File: src/rtl/bus_pkg.sv
// Shared bus definitions: ID field geometry, destination extraction and
// saturating counter helper for the device port.
package bus_pkg;
  localparam int ID_W      = 8;
  localparam int BCAST_ID  = 255;
  localparam int PKT_MAX   = 64;
  localparam int DEPTH_DEF = 8;

  // Occupancy width for the default FIFO depth (0..DEPTH_DEF inclusive).
  typedef logic [$clog2(DEPTH_DEF):0] occ_t;

  // Destination ID lives in the top ID_W bits of a sz-bit packet.
  function automatic logic [ID_W-1:0] get_dest(input logic [PKT_MAX-1:0] pkt, input int sz);
    return ID_W'(pkt >> (sz - ID_W));
  endfunction

  function automatic logic [7:0] sat_inc(input logic [7:0] v);
    return (v == 8'hFF) ? v : v + 8'd1;
  endfunction
endpackage

File: src/rtl/bus_fifo.sv
// Show-ahead synchronous FIFO; ovf/udf strobe on a rejected write / empty read.
module bus_fifo #(
  parameter int W     = 16,
  parameter int DEPTH = 8
) (
  input  logic                     clk,
  input  logic                     rst_n,
  input  logic                     wr,
  input  logic [W-1:0]             wdata,
  input  logic                     rd,
  output logic [W-1:0]             rdata,
  output logic                     empty,
  output logic                     full,
  output logic [$clog2(DEPTH):0]   count,
  output logic                     ovf,
  output logic                     udf
);
  localparam int AW    = $clog2(DEPTH);
  localparam int CNT_W = AW + 1;

  logic [W-1:0]  mem [DEPTH];
  logic [AW-1:0] wptr, rptr;
  logic          do_wr, do_rd;

  assign empty = (count == '0);
  assign full  = (count == CNT_W'(DEPTH));
  // A read while full frees the slot the same cycle, so the write still lands.
  assign do_rd = rd & ~empty;
  assign do_wr = wr & (~full | do_rd);
  assign ovf   = wr & full & ~rd;
  assign udf   = rd & empty;
  assign rdata = empty ? '0 : mem[rptr];

  always_ff @(posedge clk or negedge rst_n) begin
    if (!rst_n) begin
      wptr  <= '0;
      rptr  <= '0;
      count <= '0;
    end else begin
      if (do_wr) wptr <= wptr + AW'(1);
      if (do_rd) rptr <= rptr + AW'(1);
      case ({do_wr, do_rd})
        2'b10:   count <= count + CNT_W'(1);
        2'b01:   count <= count - CNT_W'(1);
        default: count <= count;
      endcase
    end
  end

  // Storage is intentionally not reset.
  always_ff @(posedge clk) begin
    if (do_wr) mem[wptr] <= wdata;
  end
endmodule

File: src/rtl/bus_dev_port.sv
// Device endpoint on one arbiter driver slot: TX FIFO toward the bus,
// address-filtered RX FIFO toward the host, drop counters and pop_err.
module bus_dev_port
  import bus_pkg::*;
#(
  parameter int pckg_sz     = 16,
  parameter int profundidad = 8,
  parameter int dev_id      = 0,
  parameter int broadcast   = BCAST_ID
) (
  input  logic                           clk,
  input  logic                           reset,
  input  logic                           tx_wr,
  input  logic [pckg_sz-1:0]             tx_data,
  output logic                           tx_full,
  output logic [$clog2(profundidad):0]   tx_count,
  output logic                           pndng,
  output logic [pckg_sz-1:0]             D_pop,
  input  logic                           pop,
  input  logic                           push,
  input  logic [pckg_sz-1:0]             D_push,
  input  logic                           rx_rd,
  output logic [pckg_sz-1:0]             rx_data,
  output logic                           rx_valid,
  output logic [$clog2(profundidad):0]   rx_count,
  output logic [7:0]                     tx_ovf_cnt,
  output logic [7:0]                     rx_drop_cnt,
  output logic                           pop_err
);
  localparam logic [ID_W-1:0] MY_ID = ID_W'(dev_id);
  localparam logic [ID_W-1:0] BC_ID = ID_W'(broadcast);

  logic            tx_empty, tx_ovf, tx_udf;
  logic            rx_empty, rx_ovf, rx_full_unused, rx_udf_unused;
  logic [ID_W-1:0] dest;
  logic            accept;

  assign dest   = get_dest(PKT_MAX'(D_push), pckg_sz);
  assign accept = push & ((dest == MY_ID) | (dest == BC_ID));

  bus_fifo #(.W(pckg_sz), .DEPTH(profundidad)) u_tx (
    .clk   (clk),
    .rst_n (reset),
    .wr    (tx_wr),
    .wdata (tx_data),
    .rd    (pop),
    .rdata (D_pop),
    .empty (tx_empty),
    .full  (tx_full),
    .count (tx_count),
    .ovf   (tx_ovf),
    .udf   (tx_udf)
  );

  bus_fifo #(.W(pckg_sz), .DEPTH(profundidad)) u_rx (
    .clk   (clk),
    .rst_n (reset),
    .wr    (accept),
    .wdata (D_push),
    .rd    (rx_rd),
    .rdata (rx_data),
    .empty (rx_empty),
    .full  (rx_full_unused),
    .count (rx_count),
    .ovf   (rx_ovf),
    .udf   (rx_udf_unused)
  );

  assign pndng    = ~tx_empty;
  assign rx_valid = ~rx_empty;

  always_ff @(posedge clk or negedge reset) begin
    if (!reset) begin
      tx_ovf_cnt  <= '0;
      rx_drop_cnt <= '0;
      pop_err     <= 1'b0;
    end else begin
      if (tx_ovf) tx_ovf_cnt  <= sat_inc(tx_ovf_cnt);
      if (rx_ovf) rx_drop_cnt <= sat_inc(rx_drop_cnt);
      if (tx_udf) pop_err     <= 1'b1;
    end
  end
endmodule

File: config.mk
export PLATFORM = sky130hd
export DESIGN_NAME = bus_dev_port
export DESIGN_NICKNAME = d
export VERILOG_FILES = /design/src/rtl/bus_pkg.sv /design/src/rtl/bus_fifo.sv /design/src/rtl/bus_dev_port.sv
export SDC_FILE = /design/constraint.sdc
export NUM_CORES = 1
export LEC_CHECK = 0
export CAP_MARGIN = 25
export CORE_ASPECT_RATIO = 0.5
export CORE_UTILIZATION = 50
export CTS_BUF_LIST = sky130_fd_sc_hd__clkbuf_2
export DETAILED_ROUTE_END_ITERATION = 10
export PLACE_DENSITY = 0.76
export SLEW_MARGIN = 20
export SYNTH_ARGS = -nofsm -noshare
export SYNTH_HDL_FRONTEND = slang
export SYNTH_SLANG_ARGS = --single-unit
File: constraint.sdc
create_clock -name clk -period 3.3 [get_ports clk]
set_input_delay 0.66 -clock clk [delete_from_list [all_inputs] [get_ports clk]]
set_output_delay 0.66 -clock clk [all_outputs]
set_load 0.01 [all_outputs]
==> results.py, run 1 <==
metrics = {
    "finish": {
        "fin_nets": 867,
        "area_growth_pct": 20.7,
        "multi_input_area_um2": 3110,
        "fin_util_pct": 62.0,
        "fill_cells": 1641,
        "layout-drive-gt1-share_pct": 34.6,
        "seq_area_um2": 8620,
    },
    "synth": {
        "ys_warn_count": 0,
        "ys_seq_area_share_pct": 73.0,
        "avgSynthCellArea_um2": 19.3,
        "synth_xor_area_share_pct": 1.78,
        "ys.flop_type": "edfxtp_1",
        "synth_top_family_by_area": "multiplexers",
        "synthSimpleGateAreaFrac_pct": 5.08,
        "synth_mux_area_share_pct": 16.2,
        "syn_inst": 610,
        "syn-cell-area_um2": 11800,
        "synth_fp_nets": 660,
        "synth_cell_types": 46,
        "synthArstFlopShare_pct": 12.6,
        "synth_enable_flop_cells": 256,
        "synthAdderAreaFrac_pct": 1.34,
        "synth_compound_area_share_pct": 1.44,
        "ys_ff_latch": 293,
    },
    "global_routing": {
        "grt_util_met3_pct": 5.21,
        "grt_max_degree": 38,
        "grt_pass1_wl_um": 37600,
        "grt_antenna_before_repair": 1,
        "grtUsageTotal_pct": 20.7,
        "grt.busiest_layer": "met2",
        "use_met2_pct": 34.6,
        "grt_overflow_total": 0,
        "use_met1_pct": 27.5,
        "grt_pass1_vias": 6779,
    },
    "setup_path": {
        "worstPathRequired_ns": 2.64,
        "start_kind": "flip-flop",
        "cp_max_fo": 8,
        "cp_common_cell": "buf_4",
        "reg2reg_to": "u_rx.count[2]",
        "worst_setup_path_end_kind": "output port",
        "crit_chain": "buf_4 -> buf_12 -> buf_4 -> mux4_2 -> mux2i_4 -> nor2_1 -> buf_2",
        "startpoint": "u_rx.rptr[0]",
        "arrival_ns": 2.57,
        "slowest_stage": "dfrtp_2",
        "path_class": "flip-flop to output port",
        "rr_worst_depth": 11,
        "slowest_delay_ns": 0.46,
        "timing.reg2reg.setup_slack_ns": 0.79,
        "rr_startpoint": "u_rx.count[0]",
    },
    "die": {
        "num_rows": 39,
        "fp.coreArea_um2": 23000,
        "die_area_um2": 24300,
        "initial_core_util_pct": 51.3,
        "io_pins": 98,
        "dieHeight_um": 111,
        "die_w_um": 219,
    },
    "detailed_routing": {
        "drc": 0,
        "first_iter_violations": 442,
        "via_per_inst": 5.42,
        "vias": 6343,
        "wirelength_um": 24000,
        "wire_per_inst_um": 20.5,
        "drt-pass1-iter-count": 5,
        "ant_nets": 0,
    },
    "sta": {
        "setup_ws_ns": 0.0729,
        "slew_headroom_pct": 43.1,
        "fmax_ghz": 0.310,
        "rsz0062_at_grt": "true",
        "worst_pin_slew_ns": 0.854,
        "drv_slew": 0,
        "layout_min_cycle_time_ns": 3.23,
        "skew_ns": 0.0541,
        "finalSetupViolCount": 0,
        "setup_tns_ns": 0,
        "min_period_over_period_pct": 97.8,
        "hold_viol": 0,
    },
    "worst_hold_path": {
        "hold_class": "input port to async pin",
    },
    "pwr": {
        "peakVddDrop_mv": 0.456,
        "powerDensity_nw_per_um2": 759,
        "p_leak_uw": 0.00515,
    },
    "cts": {
        "cts_buffers": 60,
        "cts_root_buf": "clkbuf_2",
        "h-tree-depth": 2,
        "cts_tree": "built",
        "cts.sinks": 293,
        "cts.clk_slew.worst_paths_ns": 0.12,
        "cts_buffer_depth": 3,
        "insertion_delay_ns": 0.84,
    },
    "place": {
        "pre_cts_ws_ns": -0.130,
        "hpwlAfterDp_um": 14400,
        "io_buffers": 97,
        "gp_congestion": 0.796,
    },
    "outcome": {
        "status": "finished clean",
    },
    "run": {
        "cap_violations": 0,
    },
}
## routing by layer
layer / vias up / wire (um)
met5: - / 0
met4: 0 / 194
met3: 23 / 1240
met2: 172 / 12300
met1: 3263 / 10200
li1: 2885 / -
## metrics by stage
step | cells | power (uW) | hold WS (ns) | instance area (um^2)
floorplan | 610 | 7050 | 0.364 | 11800
global placement | 1040 | 8680 | 0.441 | 13600
detailed placement | 1040 | 8760 | 0.453 | 13600
CTS | 1169 | 11000 | 0.380 | 14300
global route | 1170 | 11400 | 0.412 | 14200
finish | 1170 | 10800 | 0.450 | 14200
## cells in the mapped netlist (2+ instances only)
master,count,area [um^2]
a31oi_1,3,18.8
mux2_2,6,67.6
buf_2,10,50.1
mux4_2,64,1440
nor2_1,54,203
nor4_1,2,12.5
o211ai_1,2,15.0
buf_1,4,15.0
nand3b_1,2,15.0
or4_4,2,22.5
a21o_1,3,22.5
inv_1,8,30.0
mux2_1,3,33.8
nand2b_1,5,31.3
xnor2_1,12,105
clkbuf_1,11,41.3
nand2_1,15,56.3
dfrtp_1,37,926
edfxtp_1,256,7690
o211ai_2,2,25.0
a21oi_1,5,25.0
nor2b_1,2,12.5
nand4_1,7,43.8
nor3_1,10,50.1
nand3_1,7,35.0
ha_1,11,138
nor4_4,2,42.5
xor2_1,12,105
a21oi_2,2,17.5
mux2i_1,35,350
## area by class of cell
type / instances / share of cell area, %
Tap cell: 307 / 2.70
Clock inverter: 21 / 0.589
Sequential cell: 293 / 60.5
Timing Repair Buffer: 170 / 11.0
Antenna cell: 1 / 0.0176
Inverter: 9 / 0.237
Multi-Input combinational cell: 283 / 21.9
Clock buffer: 86 / 3.02
## where the power goes
group	leakage, uW	switching (uW)	internal [uW]	total [uW]
Sequential	0.00277	324	4410	4730
Combinational	0.00197	1890	2150	4040
Clock	0.000405	1330	703	2040
## critical path: cells and delay by family (launching register included)
kind,cells,cell delay [ns]
mux,2,0.64
buf+inv,4,0.57
flops,1,0.46
simple gates,1,0.05
## worst max path at each step
stage	slack, ns	cells after the start	endpoint
after floorplan	0.1	5	u_rx.mem[2][0]
after global placement	-0.06	12	u_rx.count[2]
after detailed placement	-0.13	12	u_rx.count[2]
after CTS	-0.1	7	rx_data[12]
after global routing	-0.10	7	rx_data[5]
final	0.07	7	rx_data[10]
## cell families (layout without fill, tap and decap cells)
logic type | count (synthesis) | after routing
multiplexers | 109 | 109
adder cells (fa/ha/maj) | 12 | 12
AO/OA/AOI/OAI | 22 | 22
buffers and inverters | 34 | 286
flip-flops | 293 | 293
AND/OR/NAND/NOR | 116 | 116
other | 0 | 1
XOR/XNOR | 24 | 24
## sequential cells by signal, indices dropped and copies added (netlist names)
| name | cells |
|---|---|
| u_rx.rptr | 3 |
| u_rx.wptr | 3 |
| u_rx.mem | 128 |
| u_tx.count | 4 |
| u_tx.mem | 128 |
| u_rx.count | 4 |
| rx_drop_cnt | 8 |
| u_tx.wptr | 3 |
| pop_err | 1 |
| u_tx.rptr | 3 |
| tx_ovf_cnt | 8 |
## placed cells by master, fill, tap and decap left out, types with 5 or more instances in the layout
| cell | count |
|---|---|
| buf_12 | 10 |
| ha_1 | 11 |
| buf_2 | 23 |
| clkbuf_2 | 94 |
| nor2_1 | 54 |
| dfrtp_2 | 6 |
| xor2_1 | 12 |
| nor3_2 | 7 |
| nand4_1 | 7 |
| clkdlybuf4s50_1 | 64 |
| nand2b_1 | 5 |
| mux2_2 | 6 |
| clkinv_1 | 15 |
| edfxtp_1 | 256 |
| xnor2_1 | 12 |
| buf_4 | 54 |
| mux4_2 | 64 |
| nand2_1 | 15 |
| dfrtp_1 | 31 |
| mux2i_1 | 31 |
| inv_1 | 8 |
| a21oi_1 | 5 |
| nand3_1 | 7 |
## timing repair
action,4_1_cts,5_1_grt
cloned,4,1
pin swaps,0,1
hold buffers,1,0
endpoints found under the setup margin,32,28
endpoints found under the hold margin,37,0
buffers inserted,18,2
gates resized for setup,115,23
Note: power is estimated with default switching activity, not from simulation.
==> inputs of run 2 (changes only) <==
- SKIP_CTS_REPAIR_TIMING: not set -> 1
==> run 2 against run 1 <==
  * The flow now finishes with violations (setup timing)
  * Critical path type unchanged
  * Utilization increased by 0.65 points
  * Flip-flop and latch count unchanged
  * Sequential share of layout area decreased by 0.63 points
  * Largest cell class unchanged
  * Combinational power increased by 2%
  * Register-to-register slack about the same
  * Maximum frequency decreased by 4.3%
==> results.py, run 2 (same netlist as run 1, synthesis figures left out) <==
metrics = {
    "die": {
        "initial_core_util_pct": 51.3,
        "die_area_um2": 24300,
        "dieHeight_um": 111,
        "fp.coreArea_um2": 23000,
        "die_w_um": 219,
        "io_pins": 98,
        "num_rows": 39,
    },
    "outcome": {
        "status": "finished with violations",
        "violations": "setup timing",
    },
    "sta": {
        "layout_min_cycle_time_ns": 3.37,
        "finalSetupViolCount": 1,
        "skew_ns": 0.0618,
        "rsz0062_at_grt": "true",
        "fmax_ghz": 0.297,
        "hold_slack_ns": 0.466,
        "drv_slew": 0,
        "worst_pin_slew_ns": 0.852,
        "hold_viol": 0,
        "setup_tns_ns": -0.0717,
        "min_period_over_period_pct": 102,
        "slew_headroom_pct": 43.2,
        "setup_ws_ns": -0.0717,
    },
    "detailed_routing": {
        "vias": 6265,
        "drt-pass1-iter-count": 4,
        "via_per_inst": 5.41,
        "drc": 0,
        "wire_per_inst_um": 20.3,
        "ant_nets": 0,
        "first_iter_violations": 402,
        "wirelength_um": 23500,
    },
    "cts": {
        "cts.clk_slew.worst_paths_ns": 0.12,
        "cts_buffer_depth": 3,
        "h-tree-depth": 2,
        "insertion_delay_ns": 0.83,
        "cts.sinks": 293,
        "cts_tree": "built",
        "cts_root_buf": "clkbuf_2",
        "cts_buffers": 60,
    },
    "global_routing": {
        "grt_max_degree": 38,
        "grt_pass1_vias": 6603,
        "grt_overflow_total": 0,
        "grt_antenna_before_repair": 1,
        "grtUsageTotal_pct": 19.7,
        "grt_pass1_wl_um": 36000,
    },
    "finish": {
        "mostFrequentLayoutCells": "256 x edfxtp_1, 86 x clkbuf_2, 65 x clkdlybuf4s50_1",
        "fin_area_um2": 14400,
        "fin_nets": 856,
        "area_growth_pct": 22.0,
        "top_regs": "u_rx.mem (128), u_tx.mem (128)",
        "layout_commonest_cell": "edfxtp_1",
        "layout-drive-gt1-share_pct": 30.2,
    },
    "pwr": {
        "p_leak_uw": 0.00540,
        "powerDensity_nw_per_um2": 758,
        "peakVddDrop_mv": 0.494,
    },
    "place": {
        "gp_congestion": 0.796,
        "hpwlAfterDp_um": 14400,
        "placed_area_um2": 13600,
        "io_buffers": 97,
    },
    "setup_path": {
        "start_kind": "flip-flop",
        "arrival_ns": 2.71,
        "worst_setup_path_end_kind": "output port",
        "rr_worst_depth": 11,
        "worstPathRequired_ns": 2.64,
        "path_class": "flip-flop to output port",
        "cp_max_fo": 17,
    },
    "run": {
        "cap_violations": 0,
    },
    "worst_hold_path": {
        "hold_class": "input port to async pin",
    },
}
-- run 2: layout make-up --
type	count	area (um^2)
Tap cell	307	384
Antenna cell	1	2.50
Clock buffer	86	430
Clock inverter	21	83.8
Inverter	9	33.8
Sequential cell	293	8620
Fill cell	1616	8590
Multi-Input combinational cell	283	3110
Timing Repair Buffer	159	1720
-- run 2: layer usage --
metal  global-route usage (%)  share of wire (%)  wire [um]  vias up
li1                         -                  -          -     2862
met2                     32.3                 51      12000      167
met1                     26.5                 42       9970     3213
met4                     4.54               0.93        218        0
met3                     5.10                5.5       1300       23
met5                        0                  0          0        -
-- run 2: report_power, final --
part           internal (uW)  switching [uW]
Combinational           2300            1820
Sequential              4410             345
Clock                    703            1330
Total                   7410            3490
-- run 2: per-stage QoR --
stage,utilization [%],total power (uW),instances,worst slack (ns)
finish,62.6,10900,1159,-0.0717
detailed placement,59.0,8760,1040,-0.130
global route,62.6,11500,1159,-0.269
CTS,61.2,10800,1147,-0.505
floorplan,-,7050,610,0.0966
global placement,59.0,8680,1040,-0.0584
-- run 2: worst max-delay path, cell delays in order, from the launching register on --
cell             delay, ns
dfrtp_2               0.43
buf_12                0.20
mux4_2                0.53
mux2i_2               0.19
nor2_1                0.06
clkdlybuf4s50_1       0.47
-- run 2: path summary, 6_finish.rpt --
| path | from | endpoint | slack (ns) |
|---|---|---|---|
| setup / recovery | u_tx.rptr[0] | D_pop[3] | -0.07 |
| hold / removal | reset | u_rx.count[2] | 0.47 |
| setup reg to reg | u_rx.count[0] | u_rx.count[2] | 0.80 |
| hold reg to reg | pop_err | pop_err | 0.47 |
| max in group asynchronous | reset | u_tx.rptr[1] | 2.21 |
| min in group clk | pop_err | pop_err | 0.47 |
